[src/rtl/fanout_fork_buffer.sv]
// Eager fork: buffers one upstream stream and broadcasts the FIFO head to NUM_OUT lanes,
// popping only once every enabled lane has taken it.
module fanout_fork_buffer #(
    parameter int DATA_WIDTH = 16,
    parameter int NUM_OUT    = 6,
    parameter int DEPTH      = 2
) (
    input  logic                  CLK,
    input  logic                  ASYNCRESET,
    input  logic                  flush,
    input  logic [NUM_OUT-1:0]    cfg_en,
    input  logic [DATA_WIDTH-1:0] in_data,
    input  logic                  in_valid,
    output logic                  in_ready,
    output logic [DATA_WIDTH-1:0] out_data,
    output logic [NUM_OUT-1:0]    out_valid,
    input  logic [NUM_OUT-1:0]    out_ready
);
    localparam int AW = $clog2(DEPTH);
    localparam int CW = $clog2(DEPTH + 1);

    logic [DATA_WIDTH-1:0] storage_q [DEPTH];
    logic [DATA_WIDTH-1:0] storage_d [DEPTH];
    logic [CW-1:0]         count_q, count_d;
    logic [AW-1:0]         rd_ptr_q, rd_ptr_d;
    logic [AW-1:0]         wr_ptr_q, wr_ptr_d;
    logic [NUM_OUT-1:0]    taken_q, taken_d;

    logic               full, empty, push, pop;
    logic [NUM_OUT-1:0] done;

    // in_ready comes only from registered count and flush, never from out_ready.
    always_comb begin
        full      = (count_q == CW'(DEPTH));
        empty     = (count_q == '0);
        in_ready  = ~full & ~flush;
        push      = in_valid & in_ready;
        out_data  = storage_q[rd_ptr_q];
        out_valid = {NUM_OUT{~empty}} & cfg_en & ~taken_q;
        done      = ~cfg_en | taken_q | out_ready;
        pop       = ~empty & (&done);
    end

    always_comb begin
        storage_d = storage_q;
        count_d   = count_q;
        rd_ptr_d  = rd_ptr_q;
        wr_ptr_d  = wr_ptr_q;
        taken_d   = taken_q;
        if (flush) begin
            count_d  = '0;
            rd_ptr_d = '0;
            wr_ptr_d = '0;
            taken_d  = '0;
        end else begin
            if (push) begin
                storage_d[wr_ptr_q] = in_data;
                wr_ptr_d            = wr_ptr_q + AW'(1);
            end
            if (pop) begin
                rd_ptr_d = rd_ptr_q + AW'(1);
                taken_d  = '0;
            end else begin
                taken_d = taken_q | (out_valid & out_ready);
            end
            case ({push, pop})
                2'b10:   count_d = count_q + CW'(1);
                2'b01:   count_d = count_q - CW'(1);
                default: count_d = count_q;
            endcase
        end
    end

    always_ff @(posedge CLK or posedge ASYNCRESET) begin
        if (ASYNCRESET) begin
            for (int i = 0; i < DEPTH; i++) begin
                storage_q[i] <= '0;
            end
            count_q  <= '0;
            rd_ptr_q <= '0;
            wr_ptr_q <= '0;
            taken_q  <= '0;
        end else begin
            storage_q <= storage_d;
            count_q   <= count_d;
            rd_ptr_q  <= rd_ptr_d;
            wr_ptr_q  <= wr_ptr_d;
            taken_q   <= taken_d;
        end
    end

endmodule

[config.mk]
export PLATFORM = sky130hd
export DESIGN_NAME = fanout_fork_buffer
export DESIGN_NICKNAME = d
export VERILOG_FILES = /design/src/rtl/fanout_fork_buffer.sv
export SDC_FILE = /design/constraint.sdc
export NUM_CORES = 1
export LEC_CHECK = 0
export CAP_MARGIN = 30
export CORE_MARGIN = 5
export CORE_UTILIZATION = 48
export CTS_CLUSTER_DIAMETER = 50
export DETAILED_ROUTE_END_ITERATION = 12
export PLACE_DENSITY = 0.79
export SETUP_SLACK_MARGIN = 0.5
export SYNTH_ARGS = -nofsm -noshare
export SYNTH_HDL_FRONTEND = slang
export SYNTH_SLANG_ARGS = --single-unit
export TNS_END_PERCENT = 20
[constraint.sdc]
create_clock -name CLK -period 1.75 [get_ports CLK]
set_input_delay 0.4375 -clock CLK [delete_from_list [all_inputs] [get_ports CLK]]
set_output_delay 0.4375 -clock CLK [all_outputs]
set_load 0.01 [all_outputs]
# After elaboration in Yosys (flattened, before gate mapping)

Index checks and enable logic that the tools add are counted.

Flip-flop bits (word level): 42
Latch bits: 0
RAM bits: 0
ROM bits: 0
Input bits: 32
Word-level logic and storage cells: 53
Memories kept: 0

$add $sub $neg: 4
$mul: 0
Divide/modulo/power cells: 0
Order comparisons: 3
Eq/ne operators: 3
Shifts and indexed selects: 0
Multiplexer cells: 14
Bitwise gates (word level): 16
Reductions and logical operators: 7

Operators by type and width:

| cell                                                        | count |
|---|---|
| 2-to-1 mux 16 bit                                           | 4 |
| bitwise mux 32 bit                                          | 1 |
| bitwise AND 6 bit                                           | 3 |
| bitwise OR 6 bit                                            | 3 |
| demux 16 bit (select 1 bit)                                 | 1 |
| 2-to-1 mux 6 bit                                            | 2 |
| inverter 6 bit                                              | 2 |
| AND reduction 6 bit                                         | 1 |
| == test 2 bit (second input constant)                       | 2 |
| greater-or-equal comparator 2 bit (second input constant)   | 2 |
| 2-to-1 mux 1 bit                                            | 4 |
| inverter 1 -> 2 bit                                         | 2 |
| case mux 2 bit (2 select lines)                             | 1 |
| nonzero test 2 bit                                          | 2 |
| bitwise AND 1 bit                                           | 3 |
| inverter 1 bit                                              | 3 |
| nonzero test 3 bit                                          | 1 |
| adder 1 bit (second input constant)                         | 2 |
| adder 2 x 1 -> 2 bit (second input constant)                | 1 |
| == test 2 x 1 -> 1 bit (second input constant)              | 1 |
| zero test 2 bit                                             | 1 |
| less-than comparator 2 x 1 -> 1 bit (second input constant) | 1 |
| 2-to-1 mux 2 bit                                            | 1 |
| AND reduction 2 bit                                         | 1 |
| 2 further kinds                                             | 2 |

# Depth between registers and ports, before layout

Gate-level depths: netlist of the first run.

Word-level depth: 8
Depth in mapped cells: 5
Gate-level depth less buffers: 4

# Worst setup path before layout of the first run

OpenSTA, ideal clock, no wires.

Path type: reg2out
From: reg rd_ptr_q
To: out out_data[10]
Arrival time: 1.210 ns
Path slack: 0.103 ns
Stages on the path, launching flop included: 4
Path buffers: 2
Path through: dfrtp_1 -> clkbuf_1 -> buf_2 -> mux2_2

Cells in the longest elaborated chain, start to end: 4

RTL lines:

| item                                                  | line | RTL |
|---|---|---|
| from (decl)                                           | 25   | `logic [AW-1:0] rd_ptr_q, rd_ptr_d;` |
| from (signal assigned)                                | 86   | `rd_ptr_q <= rd_ptr_d;` |
| inverter 1 -> 2 bit (implied by the code)             | 38   | `out_data = storage_q[rd_ptr_q];` |
| 2-to-1 mux 16 bit (implied by the code) (3 in series) | 38   |  |
| to (decl)                                             | 15   | `output logic [DATA_WIDTH-1:0] out_data,` |

No other way between the ends. The select of a mux whose other input is x is not followed.

# Worst setup path after layout of the first run

From: reg rd_ptr_q
To: out out_data[9]

Same word-level chain as after synthesis.

==> results of run 1 <==
## how the worst max path moves through the flow
stage / from / endpoint / slack (ns) / cells after the start
5_1_grt: rd_ptr_q / out_data[1] / -0.16 / 4
3_3_place_gp: cfg_en[0] / out_valid[0] / -0.29 / 4
2_1_floorplan: count_q[0] / storage_q[16] / 0.22 / 5
4_1_cts: rd_ptr_q / out_data[12] / -0.09 / 4
6_report: rd_ptr_q / out_data[9] / -0.14 / 4
3_5_place_dp: cfg_en[0] / count_q[1] / -0.35 / 6
## critical path: stages (launching register included)
cell and delay [ns]:
dfrtp_1 0.42, buf_4 0.16, buf_12 0.14, mux2_4 0.30, buf_6 0.12
## registers in the layout (all words and copies together), names as in the netlist
| register | cells |
|---|---|
| storage_q | 32 |
| wr_ptr_q | 1 |
| taken_q | 6 |
| rd_ptr_q | 1 |
| count_q | 2 |
## per-stage QoR
| stage | cells | TNS, ns |
|---|---|---|
| after detailed placement | 270 | -9.52 |
| after global placement | 270 | -8.39 |
| after CTS | 283 | -1.18 |
| after global routing | 284 | -2.43 |
| after floorplan | 152 | 0 |
| final | 284 | -2.07 |
## kinds of logic after synthesis
| kind of cell | after synthesis | share of synthesized area [%] |
|---|---|---|
| compound gates | 15 | 5.53 |
| xor+xnor | 1 | 0.416 |
| buf+inv | 8 | 2.67 |
| flops | 42 | 49.9 |
| mux | 49 | 29.7 |
| simple gates | 37 | 11.8 |
## repair_timing
| item | CTS | global route |
|---|---|---|
| gates cloned | 2 | 1 |
| gates resized for setup | 126 | 31 |
| pin swaps | 7 | 7 |
| setup endpoints to repair | 64 | 64 |
| buffers inserted | 3 | 0 |
## layout make-up
class                           count  share of cell area [%]
Sequential cell                    42                    32.9
Clock inverter                      2                   0.392
Tap cell                           52                    2.04
Inverter                            2                   0.235
Multi-Input combinational cell    103                    35.8
Clock buffer                        6                    2.59
Timing Repair Buffer               77                    26.0
## synth_stat cells, types with 2 or more instances
master    instances  share of area (%)
dfrtp_1          42                 50
mux2_2           28                 15
mux2_4           20                 14
nor2_1            9                1.6
nand2_1           7                1.2
a31oi_1           6                1.8
nor2b_1           6                1.8
nor3b_1           5                1.8
a21oi_1           2               0.48
a21oi_2           2               0.83
clkbuf_1          2               0.36
inv_1             2               0.36
nand3b_1          2               0.71
## metal layers
metal	part of all wire, %	wire [µm]	vias to the layer above	track usage, %
met4	1.4	74	0	4.72
met3	5.3	280	6	5.91
li1	-	-	699	-
met5	0	0	-	0
met1	38	2040	768	20.4
met2	55	2910	49	31.7
## cells in the final DEF, fill, tap and decap left out, types with 6 or more instances in the layout
master,instances
mux2_4,36
clkdlybuf4s50_1,17
dfrtp_1,41
mux2_2,12
clkbuf_8,6
a31oi_1,6
nor2_1,7
buf_2,6
dlymetal6s2s_1,12
nor2b_1,6
buf_6,23
buf_4,12
## power by group
part / switching [µW] / internal (µW) / total (µW)
combinational: 483 / 918 / 1400
sequential: 181 / 1250 / 1430
clock: 338 / 317 / 655
==> metrics.md, run 1 <==
| Metric | Value |
|---|---|
| Synth Instances | 152 |
| Sequential element share of the synthesized area | 49.9% |
| DR vias/cell | 5.36 |
| WL/cell | 18.7 µm |
| CTS buffer count | 5 |
| Ant diodes | 0 |
| # IOs | 55 |
| Layout cells sized above 1 | 55.6% |
| Port bufs | 54 |
| Area occupied by multi-input gates | 0.00114 mm² |
| Max-slew violations | 0 |
| Cell Area, Synth | 0.00211 mm² |
| YS warnings | 0 |
| Peak supply drop | 0.699 mV |
| H-tree depth | 2 |
| Worst Tran Pin Value | 0.267 ns |
| Mean Syn Cell Area | 13.9 µm² |
| Fin crit period | 1.89 ns |
| Vias in the first global route | 1710 |
| Failing checks | negative setup slack |
| Tot Pwr | 3480 µW |
| Core box area | 0.00429 mm² |
| Fin area | 0.00319 mm² |
| Number of enable flip-flop cells after synthesis | 0 |
| Arrival time at the worst endpoint | 1.45 ns |
| Cell Rows | 24 |
| Ys flop type | dfrtp_1 |
| Initial Util | 49.0% |
| Pleak | 0.00157 µW |
| Via count | 1522 |
| Synth cell types | 32 |
| Final worst setup slack | -0.135 ns |
| Routed wire length | 5310 µm |
| # setup viols final | 18 |
| CTS tree | built |
| Placer Congestion | 0.820 |
| Unrepaired setup endpoints after global routing | yes |
| First-pass GRT wire length | 8360 µm |
| ANT nets after route | 0 |
| Post-DP HPWL | 3390 µm |
| Tcrit/Tclk final | 108% |
| # hold bufs at CTS | 0 |
| CP Max Fanout | 9 |
| Synth Net Count | 184 |
| CP Capture Type | output port |
| CP Class | reg -> out |
| Fin util | 74.4% |
| Worst reg2reg setup slack | 0.15 ns |
| Sink Count | 42 |
| Setup Skew | 0.00526 ns |
| Grt ovf | 0 |
| Initial antenna violation count | 0 |
| Clk root buf | clkbuf_8 |
| Nets | 263 |
| Critical path data required time | 1.31 ns |
| R2R depth | 6 |
| Post-DP Area | 0.00287 mm² |
| Pre-CTS WS | -0.347 ns |
| Hold Crit Class | in -> async |
| Fill count | 291 |
| DRC violations left | 0 |
| Fmax | 0.530 GHz |
| Yosys reg bits | 42 |
| Clock-pin slew on the worst setup and hold paths | 0.08 ns |
| Iter 0 DRT Violations | 41 |
| FF-to-FF Start | count_q[1] |
| Total GRT Usage | 17.8% |
| Status | finished, violations left |
| PwrDens | 1090 mW/mm² |
| Die X | 76.2 µm |
| Register Area | 0.00105 mm² |
| Critical R2R Capture | storage_q[25] |
| Die height | 76.2 µm |
| Largest net degree at the start of global routing | 43 |
| Worst-case clock buffer depth | 2 |
| Area grow syn2layout | 51.7% |
| Clock latency on the worst-skew pair | 0.29 ns |
| Die ar. | 0.00581 mm² |
| Final count of hold timing violations | 0 |
| DR pass1 iterations | 4 |
| Asr flop ratio synth | 100% |
| Hold WS | 0.478 ns |
| Max-cap violations | 0 |
| Crit start category | flop |
| Worst slew margin | 82.1% |
(Power assumes the default switching activity.)
==> run 2, diff against run 1 <==
CTS_BUF_LIST = sky130_fd_sc_hd__clkbuf_8 sky130_fd_sc_hd__clkbuf_16   (was unset)
==> results of run 2 <==
Final layout, timing and power as in run 1 (identical DEF).
==> run 3, diff against run 2 <==
CORE_UTILIZATION = 44   (was 48)
PLACE_DENSITY = 0.76   (was 0.79)
clock period = 1.67 ns   (was 1.75 ns; I/O delays follow)
==> metrics.md, run 3 (synthesis results as in run 1) <==
| Metric | Value |
|---|---|
| Fin area | 0.00318 mm² (was 0.00319 mm²) |
| DRC violations left | 0 (unchanged) |
| DR pass1 iterations | 4 (unchanged) |
| Top reg by flops | storage_q (unchanged) |
| # IOs | 55 (unchanged) |
| Clock latency on the worst-skew pair | 0.30 ns (was 0.29 ns) |
| Worst reg2reg setup slack | 0.11 ns (was 0.15 ns) |
| Largest net degree at the start of global routing | 43 (unchanged) |
| Fill count | 344 (was 291) |
| Routed wire length | 4780 µm (was 5310 µm) |
| Crit start category | flop (unchanged) |
| ANT nets after route | 0 (unchanged) |
| Buf/Inv on CP | 3 (unchanged) |
| Most used cell, CP | buf_6 |
| Grt ovf | 0 (unchanged) |
| CP Capture Type | output port (unchanged) |
| Area grow syn2layout | 51.0% (was 51.7%) |
| Combinational power share | 41.5% (was 40.2%) |
| Hold Crit Class | in -> async (unchanged) |
| Final worst setup slack | -0.157 ns (was -0.135 ns) |
| Post-DP Area | 0.00288 mm² (was 0.00287 mm²) |
| Critical R2R Capture | count_q[0] (was storage_q[25]) |
| Core box area | 0.00469 mm² (was 0.00429 mm²) |
| CP max stage cell | dfrtp_1 (unchanged) |
| Port bufs | 54 (unchanged) |
| Psw | 1000 µW (about the same) |
| PwrDens | 1130 mW/mm² (was 1090 mW/mm²) |
| Failing checks | negative setup slack (unchanged) |
| Tot Pwr | 3600 µW (was 3480 µW) |
| Fmax | 0.547 GHz |
| Vias in the first global route | 1679 (was 1710) |
| Nets | 271 (was 263) |
| FF-to-FF Start | count_q[0] (was count_q[1]) |
| Worst Tran Pin Value | 0.219 ns (was 0.267 ns) |
| Clk root buf | clkbuf_8 (unchanged) |
| Cell Rows | 25 (was 24) |
| Critical path data required time | 1.25 ns (was 1.31 ns) |
| Max-cap violations | 0 (unchanged) |
| Largest register FFs | 32 (unchanged) |
| Die height | 79.2 µm (was 76.2 µm) |
| Hold WS | 0.471 ns (was 0.478 ns) |
| Tcrit/Tclk final | 109% |
| CTS buffer count | 5 (unchanged) |
| WL/cell | 16.3 µm (was 18.7 µm) |
| CP Class | reg -> out (unchanged) |
| Power share of the clock group | 17.2% (was 18.8%) |
| Commonest cells after routing, fill and taps aside | 45 x mux2_4, 41 x dfrtp_1, 25 x buf_6, 24 x clkdlybuf4s50_1, 18 x buf_4 (was 41 x dfrtp_1, 36 x mux2_4, 23 x buf_6, 17 x clkdlybuf4s50_1) |
| Fin util | 67.8% (was 74.4%) |
| Worst slew margin | 85.3% (was 82.1%) |
| Unrepaired setup endpoints after global routing | yes (unchanged) |
| Die ar. | 0.00627 mm² (was 0.00581 mm²) |
| Peak supply drop | 0.624 mV (was 0.699 mV) |
| Ant diodes | 0 (unchanged) |
| Status | finished, violations left (unchanged) |
| Arrival time at the worst endpoint | 1.41 ns (was 1.45 ns) |
| Placer Congestion | 0.721 (was 0.820) |
| Fin crit period | 1.83 ns |
| Setup Total Neg Slack | -2.11 ns (was -2.07 ns) |
| Initial antenna violation count | 0 (unchanged) |
| Crit path max-delay family | flip-flops (was buffers and inverters) |
| Via count | 1505 (was 1522) |
| H-tree depth | 2 (unchanged) |
| Pleak | 0.00153 µW (was 0.00157 µW) |
| First-pass GRT wire length | 8020 µm (was 8360 µm) |
| # setup viols final | 16 (was 18) |
| Sink Count | 42 (unchanged) |
| Max-slew violations | 0 (unchanged) |
| Post-DP HPWL | 3080 µm (was 3390 µm) |
| R2R depth | 7 (was 6) |
| CP Max Fanout | 7 (was 9) |
| Worst-case clock buffer depth | 2 (unchanged) |
| Critical path, cell by cell | buf_6 > buf_4 > mux2_4 > buf_6 (was buf_4 > buf_12 > mux2_4 > buf_6) |
| Switching Share | 27.9% (was 28.8%) |
| Iter 0 DRT Violations | 50 (was 41) |
| Final count of hold timing violations | 0 (unchanged) |
| CP peak stage delay | 0.42 ns (about the same) |
| Clock-pin slew on the worst setup and hold paths | 0.08 ns (about the same) |
| Die X | 79.2 µm (was 76.2 µm) |
| Layout cells sized above 1 | 53.6% (was 55.6%) |
| P_int | 2590 µW (was 2480 µW) |
| CTS tree | built (unchanged) |
| Sequential power share | 41.3% (was 41.0%) |
| Initial Util | 44.9% (was 49.0%) |
| DR vias/cell | 5.14 (was 5.36) |
| Top Registers | storage_q x32, taken_q x6, count_q x2 (unchanged) |
| Commonest non-fill, non-tap cell in the layout | mux2_4 (was dfrtp_1) |
| Total GRT Usage | 16.4% (was 17.8%) |
| Setup Skew | 0.00880 ns (was 0.00526 ns) |
## run 3: cell types whose count changed in the layout (fill, tap and decap cells not counted), sizes merged
cell / change
buf: +9
clkbuf: -2
clkdlybuf4s50: +7
clkinvlp: -1
dlygate4sd2: +4
dlymetal6s2s: -11
inv: +1
## run 3: how the worst max path moves through the flow
stage	start	to	slack (ns)	cells after the start
3_3_place_gp	cfg_en[0]	out_valid[0]	-0.33	4
6_report	rd_ptr_q	out_data[4]	-0.16	4
5_1_grt	rd_ptr_q	out_data[8]	-0.21	4
2_1_floorplan	count_q[0]	storage_q[16]	0.14	5
3_5_place_dp	cfg_en[0]	out_valid[0]	-0.35	4
4_1_cts	rd_ptr_q	out_data[14]	-0.15	4
## run 3: power by group through the flow
stage | clock (µW) | sequential (µW) | combinational (µW)
after CTS | 640 | 1480 | 1430
after floorplan | 0 | 1440 | 804
after global placement | 0 | 1470 | 1280
final | 619 | 1480 | 1490
after global routing | 688 | 1530 | 1600
after detailed placement | 0 | 1480 | 1300
## run 3: cell type report
class | count | area [µm²] | share of cell area [%]
sequential | 42 | 1050 | 33.1
clock inverter | 2 | 10.0 | 0.315
inverter | 2 | 7.51 | 0.236
tap | 54 | 67.6 | 2.12
timing repair buffer | 85 | 832 | 26.2
clock buffer | 5 | 68.8 | 2.16
multi-input combinational | 103 | 1140 | 35.9
## run 3: what timing repair did
action,4_1_cts,5_1_grt
cloned,2,0
hold buffers,0,0
resized for setup,134,19
pin swaps,5,5
endpoints found under the setup margin,64,64
buffers inserted,11,0
## run 3: through the flow
stage	std cells	setup slack (ns)
2_1_floorplan	152	0.144
3_3_place_gp	273	-0.333
3_5_place_dp	273	-0.349
4_1_cts	293	-0.151
5_1_grt	293	-0.213
6_report	293	-0.157
## run 3: per-layer routing
layer / wire (µm) / up-vias / part of all wire, % / GRT usage (%)
met5: 0 / - / 0 / 0
met4: 46 / 0 / 0.96 / 4.12
met3: 343 / 6 / 7.2 / 6.01
met2: 2260 / 43 / 47 / 26.9
met1: 2130 / 739 / 45 / 20.7
li1: - / 717 / - / -
## run 3: worst min-delay path, delay by kind of cell
family	cells	cell delay (ns)
buffers and inverters	3	0.72
